<file path="src/rtl/ex_mem.sv">
// EX/MEM pipeline register. It carries the EX result into the MEM stage, supports
// flush, bubble and hold, and counts the committed register writes.
module ex_mem #(
    parameter int CNT_W = 32
) (
    input  logic             Clk,
    input  logic             Rst,
    input  logic [5:0]       stall,
    input  logic             flush,
    input  logic [4:0]       ex_wd,
    input  logic             ex_wreg,
    input  logic [31:0]      ex_wdata,
    output logic [4:0]       mem_wd,
    output logic             mem_wreg,
    output logic [31:0]      mem_wdata,
    output logic             mem_valid,
    output logic             fwd_hit,
    output logic [CNT_W-1:0] commit_cnt
);

    localparam logic [1:0] MODE_ADVANCE = 2'd0;
    localparam logic [1:0] MODE_HOLD    = 2'd1;
    localparam logic [1:0] MODE_BUBBLE  = 2'd2;
    localparam logic [1:0] MODE_FLUSH   = 2'd3;

    logic [1:0]       mode_s;
    logic             count_en_s;
    logic [4:0]       wd_d,    wd_q;
    logic             wreg_d,  wreg_q;
    logic [31:0]      wdata_d, wdata_q;
    logic             valid_d, valid_q;
    logic [CNT_W-1:0] cnt_d,   cnt_q;

    // Select the slot action for this edge. Stall with EX moving but MEM held is treated as advance.
    always_comb begin
        mode_s = MODE_ADVANCE;
        if (flush) begin
            mode_s = MODE_FLUSH;
        end else if (stall[3] && !stall[4]) begin
            mode_s = MODE_BUBBLE;
        end else if (stall[3]) begin
            mode_s = MODE_HOLD;
        end else begin
            mode_s = MODE_ADVANCE;
        end
    end

    // Compute the next slot contents and the counter update.
    always_comb begin
        wd_d       = wd_q;
        wreg_d     = wreg_q;
        wdata_d    = wdata_q;
        valid_d    = valid_q;
        count_en_s = 1'b0;
        case (mode_s)
            MODE_FLUSH, MODE_BUBBLE: begin
                wd_d    = 5'd0;
                wreg_d  = 1'b0;
                wdata_d = 32'd0;
                valid_d = 1'b0;
            end
            MODE_HOLD: begin
                wd_d    = wd_q;
                wreg_d  = wreg_q;
                wdata_d = wdata_q;
                valid_d = valid_q;
            end
            MODE_ADVANCE: begin
                wd_d       = ex_wd;
                wreg_d     = ex_wreg;
                wdata_d    = ex_wdata;
                valid_d    = 1'b1;
                count_en_s = ex_wreg && (ex_wd != 5'd0);
            end
            default: begin
                wd_d    = 5'd0;
                wreg_d  = 1'b0;
                wdata_d = 32'd0;
                valid_d = 1'b0;
            end
        endcase
        if (count_en_s) begin
            cnt_d = cnt_q + CNT_W'(1);
        end else begin
            cnt_d = cnt_q;
        end
    end

    // Slot and counter registers.
    always_ff @(posedge Clk or posedge Rst) begin
        if (Rst) begin
            wd_q    <= 5'd0;
            wreg_q  <= 1'b0;
            wdata_q <= 32'd0;
            valid_q <= 1'b0;
            cnt_q   <= '0;
        end else begin
            wd_q    <= wd_d;
            wreg_q  <= wreg_d;
            wdata_q <= wdata_d;
            valid_q <= valid_d;
            cnt_q   <= cnt_d;
        end
    end

    // Forwarding uses only the registered slot, so no EX input can reach an output combinationally.
    assign fwd_hit    = valid_q & wreg_q & (wd_q != 5'd0);
    assign mem_wd     = wd_q;
    assign mem_wreg   = wreg_q;
    assign mem_wdata  = wdata_q;
    assign mem_valid  = valid_q;
    assign commit_cnt = cnt_q;

endmodule
</file>
<file path="config.mk">
export PLATFORM = sky130hd
export DESIGN_NAME = ex_mem
export DESIGN_NICKNAME = d
export VERILOG_FILES = /design/src/rtl/ex_mem.sv
export SDC_FILE = /design/constraint.sdc
export NUM_CORES = 1
export LEC_CHECK = 0
export ABC_AREA = 0
export BUFFER_PORTS_ARGS = -buffer_cell sky130_fd_sc_hd__buf_2
export CELL_PAD_IN_SITES_DETAIL_PLACEMENT = 1
export CELL_PAD_IN_SITES_GLOBAL_PLACEMENT = 2
export CORE_MARGIN = 4
export CORE_UTILIZATION = 27
export CTS_CLUSTER_SIZE = 8
export DETAILED_ROUTE_END_ITERATION = 10
export PLACE_DENSITY = 0.82
export SLEW_MARGIN = 20
export SYNTH_ARGS = -nofsm -noshare
export SYNTH_HDL_FRONTEND = slang
export SYNTH_SLANG_ARGS = --single-unit
</file>
<file path="constraint.sdc">
create_clock -name Clk -period 2.3 [get_ports Clk]
set_input_delay 0.345 -clock Clk [delete_from_list [all_inputs] [get_ports Clk]]
set_output_delay 0.345 -clock Clk [all_outputs]
set_load 0.005 [all_outputs]
</file>
======== Word level (Yosys, flattened, before mapping) ========
Index checks and enable logic that the tools add are counted.
operators by class
  mux-type cells .......................... 8
  add/subtract/negate cells ............... 1
  reduce and logical (&&, ||, !) cells .... 7
  equality and inequality tests ........... 3
  bitwise operators ....................... 2
operator list
  operator                                             count
  one-hot mux 32 bit (2 select lines)                  1
  adder 32 x 1 -> 32 bit, second input constant        1
  one-hot mux 5 bit (2 select lines)                   1
  nonzero test 5 bit                                   2
  equality test 2 bit, second input constant           2
  two-way mux 2 bit                                    2
  one-hot mux 1 bit (2 select lines)                   2
  AND 1 bit                                            2
  equality test 2 x 1 -> 1 bit, second input constant  1
  logical AND 1 bit                                    2
  zero test 2 bit                                      1
  two-way mux 1 bit                                    2
  OR reduction 2 bit                                   1
  zero test 1 bit                                      1
word-level totals
  output and inout port bits .............. 72
  bits in registers ....................... 71
  bits of input ports ..................... 47

======== Logic depth before layout (Yosys ltp) ========
Gate-level depths: netlist (run 1).
  word-level depth ........................ 7
  depth in mapped cells ................... 6
  mapped depth without buffers ............ 5

======== Least setup slack after synthesis (run 1) ========
Ideal clock, no wire load.
  kind .................................... input port to flip-flop
  start point ............................. input port ex_wd[2]
  end point ............................... register cnt_q[27], in the netlist commit_cnt[27]
  stages .................................. 4
  setup slack ............................. 0.564 ns
  setup time .............................. 0.138 ns
  data arrival time ....................... 1.598 ns
  path buffers ............................ 0
  path through ............................ or4_1 o21ai_1 nor4_1 xor2_1
on the way
  longest elaborated chain between the ends .. 3
RTL lines
  what                  RTL line  text
  from (decl)           10        input logic [4:0] ex_wd,
  nonzero test 5 bit    73        count_en_s = ex_wreg && (ex_wd != 5'd0);
  logical AND 1 bit     73
  two-way mux 1 bit     55        case (mode_s)
  to (signal assigned)  102       cnt_q <= cnt_d;
  to (decl)             32        logic [CNT_W-1:0] cnt_d, cnt_q;
No other way between the ends.
A chain may end at the register's enable or synchronous reset.

======== Worst setup path in the final report (run 1) ========
  start point ............................. register cnt_q[9], in the netlist commit_cnt[9]
  end point ............................... register cnt_q[31], in the netlist commit_cnt[31]
on the way
  longest elaborated chain between the ends .. 1
RTL lines
  what                    RTL line  text
  adder 32 x 1 -> 32 bit  83        cnt_d = cnt_q + CNT_W'(1);
No other way between the ends.

==> results.yml, run 1 <==
cts:
  cts_tree: "built"
  insertion_delay_ns: 0.35
  htree_levels: 3
  postCtsSetupRepairBufs: 0
  cts.clk_slew.worst_paths_ns: 0.08
  ctsHoldBuffers: 0
  cts_buffer_depth: 2
  clock-sinks: 71
  cts_resized: 0
  cts_root_buf: "clkbuf_8"
  cts_buffers: 9
finish:
  final_util: 0.3750
  num-nets-final: 398
  layout-drive-gt1-share: 0.4113
  layout-area-overhead-vs-synth_pct: 33.79
  antennaDiodeCount: 0
  finalNonFillerCells: 491
  n_fill_cell: 1197
  seqCellArea_sq_um: 1777
  multi_input_area_sq_um: 1092
logic_synthesis:
  syn_nets: 280
  synth-seq-area-share: 0.6058
  netlist_area_sq_um: 2933
  ys_ff_latch: 71
  avgSynthCellArea_sq_um: 12.64
  synth.distinct_cells: 33
  syn_inst: 232
  yosys_warnings: 0
route:
  vias: 2360
  via_per_inst: 4.807
  ant_nets: 0
  routed_wl_microns: 8194
  drcViolationCount: 0
  detail_route.wl_per_cell_microns: 16.69
  drt-initial-drc-count: 86
  drt-pass1-iter-count: 4
sta:
  finClkSkew_ns: 0.006470
  finalSetupViolations: 0
  tns_ns: 0
  max_freq_mhz: 514.7
  tightest_slew_ns: 0.5487
  grt_setup_unrepaired: "false"
  min_period_over_period: 0.8447
  final_hold_viol_count: 0
  fin_crit_ns: 1.943
  slew_violations: 0
  slew_headroom: 0.6342
critical_path:
  critPathTopFamily: "simple AND/OR/NAND/NOR gates"
  cp_max_fo: 14
  startpoint_type: "flip-flop"
  critPathKind: "reg2reg"
  critPathMaxStageDelay_ns: 0.62
  required_ns: 2.57
  reg2reg_slack_ns: 0.36
  cp_slowest_cell: "or3_1"
  crit_chain: "nand4_2 -> or3_1 -> nor4_1 -> xor2_1"
  worstPathArrival_ns: 2.21
  worst-path-buf-inv: 0
  cp-end-kind: "flip-flop"
grt:
  grt_overflow: 0
  antenna_found_initial: 0
  gr-usage-all-layers: 0.1351
  grt_max_degree: 72
  grt_pass1_vias: 2522
  grt_pass1_wl_microns: 13610
die:
  num_rows: 37
  die_h_microns: 112.2
  placeableCoreArea_sq_um: 10460
  io_pins: 119
  die_w_microns: 112.2
  start_util: 0.2803
  design.die.area_sq_um: 12590
power:
  cellPowerDensity_nw_per_um2: 739.4
  ir_worst_vdd_v: 0.0003389
  power_mw: 2.901
  p_leak_nw: 2.102
place:
  portBuffers: 114
  place_inst: 475
  gp_congestion: 0.7304
  hpwl_microns: 6023
min_path:
  hp-class: "in2async"
status:
  outcome: "finished clean"
job:
  drv_cap: 0
sequential cells by signal, summed over array words and instances (netlist names):
| register | flops |
|---|---|
| commit_cnt | 32 |
| mem_wreg | 1 |
| mem_valid | 1 |
| mem_wd | 5 |
| mem_wdata | 32 |
layer usage:
metal	wire [microns]	GRT usage	vias to the layer above
met3	446	0.02857	11
li1	-	-	1098
met1	3665	0.1729	1183
met5	0	0	-
met4	145	0.06250	0
met2	3937	0.2189	68
kinds of logic after synthesis:
kind of cell / Yosys count / synth area share
fa+ha+maj: 1 / 0.004266
compound gates: 44 / 0.1318
mux: 1 / 0.003839
simple gates: 67 / 0.1365
buf+inv: 17 / 0.02517
flops: 71 / 0.6058
xor+xnor: 31 / 0.09258
power breakdown:
part	leakage [nW]	switching, mW	total [mW]	internal, mW
registers	0.940	0.0684	1.39	1.32
logic	1.04	0.151	0.299	0.148
clock network	0.123	0.491	1.21	0.724
total	2.10	0.711	2.90	2.19
cell usage in the layout (no fill, tap or decap), types with 2 or more instances in the layout:
master       n
buf_2      114
or3_1        2
a22o_1      38
inv_1        4
and2_1       2
xor2_1      20
dfrtp_1     71
and4_1       4
nor4_2       3
nor3_1      11
nand3_1     11
clkbuf_8     9
and3_1       3
nor4_1       5
bufinv_16    3
xnor2_1     11
nor2_1       3
buf_4        4
nand2_1     11
clkinv_4     3
nand4_1      5
synthesized netlist by cell type, drive strengths merged:
master	count	area share
o211a	1	0.0034
dfrtp	71	0.61
o2111ai	2	0.0081
clkbuf	8	0.010
inv	5	0.0064
or4	1	0.0026
nor4	8	0.023
buf	4	0.0085
nand4	6	0.015
and2	2	0.0043
and4	5	0.015
nor3	11	0.019
a21oi	1	0.0017
nor4b	1	0.0030
xor2	20	0.060
o21ai	1	0.0017
nor2	5	0.0064
ha	1	0.0043
o311a	1	0.0034
and3	3	0.0064
mux2	1	0.0038
or3	2	0.0043
nand2	11	0.014
a22o	38	0.11
xnor2	11	0.033
nand3	11	0.019
and4bb	1	0.0043
final timing paths:
kind	from	endpoint	cells past startpoint
min	Rst	mem_wdata[2]$_DFFE_PP0P_	3
min in group Clk	ex_wdata[14]	mem_wdata[14]$_DFFE_PP0P_	2
max	commit_cnt[9]$_DFFE_PP0P_	commit_cnt[31]$_DFFE_PP0P_	4
min reg2reg	commit_cnt[31]$_DFFE_PP0P_	commit_cnt[31]$_DFFE_PP0P_	1
max in group asynchronous	Rst	commit_cnt[12]$_DFFE_PP0P_	3
max reg2reg	commit_cnt[9]$_DFFE_PP0P_	commit_cnt[31]$_DFFE_PP0P_	4
layout make-up:
class                      instances  area share
multi-input combinational        144      0.2784
tap                              136     0.04337
clock inverter                     7     0.03093
inverter                           5    0.004783
clock buffer                       9     0.03157
sequential                        71      0.4528
timing repair buffer             119      0.1582
worst reg2reg max path: stages, from the launching register on:
cell	delay [ns]
dfrtp_1	0.48
nand4_2	0.16
or3_1	0.62
nor4_1	0.43
xor2_1	0.18
stage by stage:
stage	hold WS (ns)	instance area [sq um]	worst slack, ns
6_report	0.04198	3924	0.3572
5_1_grt	0.08001	3924	0.1333
4_1_cts	0.06559	3924	0.3207
3_5_place_dp	0.4583	3679	0.3060
3_3_place_gp	0.4573	3679	0.3226
2_1_floorplan	0.4081	2933	0.1584
Power figures use the tool's default switching activity.
==> inputs of run 2 (changes only) <==
==> constraint.sdc (replaced) <==
create_clock -name Clk -period 1.6 [get_ports Clk]
set_input_delay 0.24 -clock Clk [delete_from_list [all_inputs] [get_ports Clk]]
set_output_delay 0.24 -clock Clk [all_outputs]
set_load 0.005 [all_outputs]
==> run 2 against run 1 <==
The run now ends with negative setup slack left. Die area unchanged. Clock skew increased by 0.0019 ns. Cell area increased by 14%. Clock power increased by 31%. Combinational power increased by 98%. Largest cell class unchanged.
==> results.yml, run 2 (synthesis results as in run 1) <==
status:
  outcome: "finished with violations"
  violations: "negative setup slack"
power:
  p_leak_nw: 2.419
  power_mw: 4.151
  ir_worst_vdd_v: 0.0004379
  cellPowerDensity_nw_per_um2: 931.5
finish:
  layout-area-overhead-vs-synth_pct: 51.96
  layout_commonest_cell: "buf_2"
  final_cell_mix: "buf_2 (114), dfrtp_1 (70), buf_4 (49), a22o_1 (38), xor2_1 (20)"
  antennaDiodeCount: 0
  finalNonFillerCells: 541
  final_util: 0.4260
  num-nets-final: 448
  layout-drive-gt1-share: 0.5383
sta:
  grt_setup_unrepaired: "true"
  final_hold_viol_count: 0
  finClkSkew_ns: 0.008345
  max_freq_mhz: 569.2
  hold_slack_ns: 0.1137
  slew_headroom: 0.7447
  finalSetupViolations: 3
  fin_crit_ns: 1.757
  fin_ws_ns: -0.1568
  min_period_over_period: 1.098
  slew_violations: 0
  tightest_slew_ns: 0.3830
critical_path:
  reg2reg_slack_ns: -0.02
  r2r_end: "commit_cnt[26]$_DFFE_PP0P_"
  cp_max_fo: 2
  critPathTopFamily: "flip-flops"
  cp-endpoint: "fwd_hit"
  cp.depth: 3
  critPathLaunch: "mem_wd[3]$_DFFE_PP0P_"
  cp-end-kind: "output port"
  cp_slowest_cell: "dfrtp_1"
  worstPathArrival_ns: 1.52
  r2r-start: "commit_cnt[16]$_DFFE_PP0P_"
  critPathKind: "reg2out"
  worst-path-buf-inv: 1
  required_ns: 1.36
  reg2reg_depth: 6
  startpoint_type: "flip-flop"
  crit_chain: "or3_4 -> o311a_1 -> buf_2"
  critPathMaxStageDelay_ns: 0.38
cts:
  cts_root_buf: "clkbuf_8"
  cts_buffer_depth: 2
  htree_levels: 3
  cts.clk_slew.worst_paths_ns: 0.08
  insertion_delay_ns: 0.34
  clock-sinks: 71
  cts_tree: "built"
  cts_buffers: 9
min_path:
  hold_start: "ex_wdata[14]"
  hp-class: "in2reg"
route:
  wl_met2_microns: 4086
  drcViolationCount: 0
  ant_nets: 0
  drt-initial-drc-count: 81
  dr.max_layer_used: "met4"
  drt-pass1-iter-count: 4
  detail_route.wl_per_cell_microns: 15.82
  vias: 2553
  met1Wirelength_microns: 3953
  via_per_inst: 4.719
  routed_wl_microns: 8560
  met3_length_microns: 422
place:
  gp_congestion: 0.7649
  place_inst: 513
  hpwl_microns: 6140
  dp_slack_ns: -0.2235
  portBuffers: 114
grt:
  grt_pass1_vias: 2794
  grt_pass1_wl_microns: 14110
  grt_overflow: 0
  antenna_found_initial: 0
  grt_max_degree: 72
  gr-usage-all-layers: 0.1380
die:
  io_pins: 119
  start_util: 0.2803
  die_w_microns: 112.2
  die_h_microns: 112.2
  design.die.area_sq_um: 12590
  placeableCoreArea_sq_um: 10460
  num_rows: 37
job:
  drv_cap: 0
run 2: cell types whose count changed in the layout (fill, tap and decap cells not counted), moves of 4 or more:
| cell | before | now |
|---|---|---|
| nor4_1 | 5 | 1 |
| buf_4 | 4 | 49 |
| clkinvlp_4 | 0 | 4 |
| nor3_4 | 0 | 4 |
| nor3_1 | 11 | 4 |
run 2: layout make-up:
class	count	area, sq um
inverters	5	22.52
flip-flops and latches	71	1778
well taps	136	170.2
clock buffers	9	123.9
fillers	1211	6006
repair buffers	169	1022
multi-input cells	144	1244
clock inverters	7	96.34
run 2: power by group:
group          switching (mW)  total (mW)  internal [mW]
Combinational           0.277       0.593          0.316
Sequential             0.0692        1.97           1.90
Clock                   0.712        1.59          0.880
run 2: worst min path at each step:
| stage | depth (start not counted) | slack (ns) | to |
|---|---|---|---|
| floorplan | 1 | 0.30 | mem_valid$_DFFE_PP0P_ |
| global route | 2 | 0.09 | mem_wdata[14]$_DFFE_PP0P_ |
| detailed placement | 3 | 0.38 | mem_wdata[3]$_DFFE_PP0P_ |
| finish | 2 | 0.11 | mem_wdata[14]$_DFFE_PP0P_ |
| CTS | 2 | 0.1 | mem_wdata[14]$_DFFE_PP0P_ |
| global placement | 3 | 0.37 | mem_wdata[8]$_DFFE_PP0P_ |
run 2: repair_timing:
item,in CTS,in global routing
setup buffers,5,6
hold endpoints to repair,6,0
resized for setup,7,20
pin swaps,1,5
hold buffers,1,0
endpoints found under the setup margin,12,16
cloned,0,0
run 2: metal layers:
metal	global-route usage	vias to the layer above
met5	0	-
met4	0.04407	0
met3	0.03504	10
met2	0.2249	69
met1	0.1803	1272
li1	-	1202
run 2: per-stage QoR:
step / TNS [ns] / cell area, sq um
floorplan: -0.02922 / 2974
global placement: -3.901 / 4018
detailed placement: -4.702 / 4018
CTS: -0.1825 / 4318
global route: -0.7835 / 4457
finish: -0.1864 / 4457
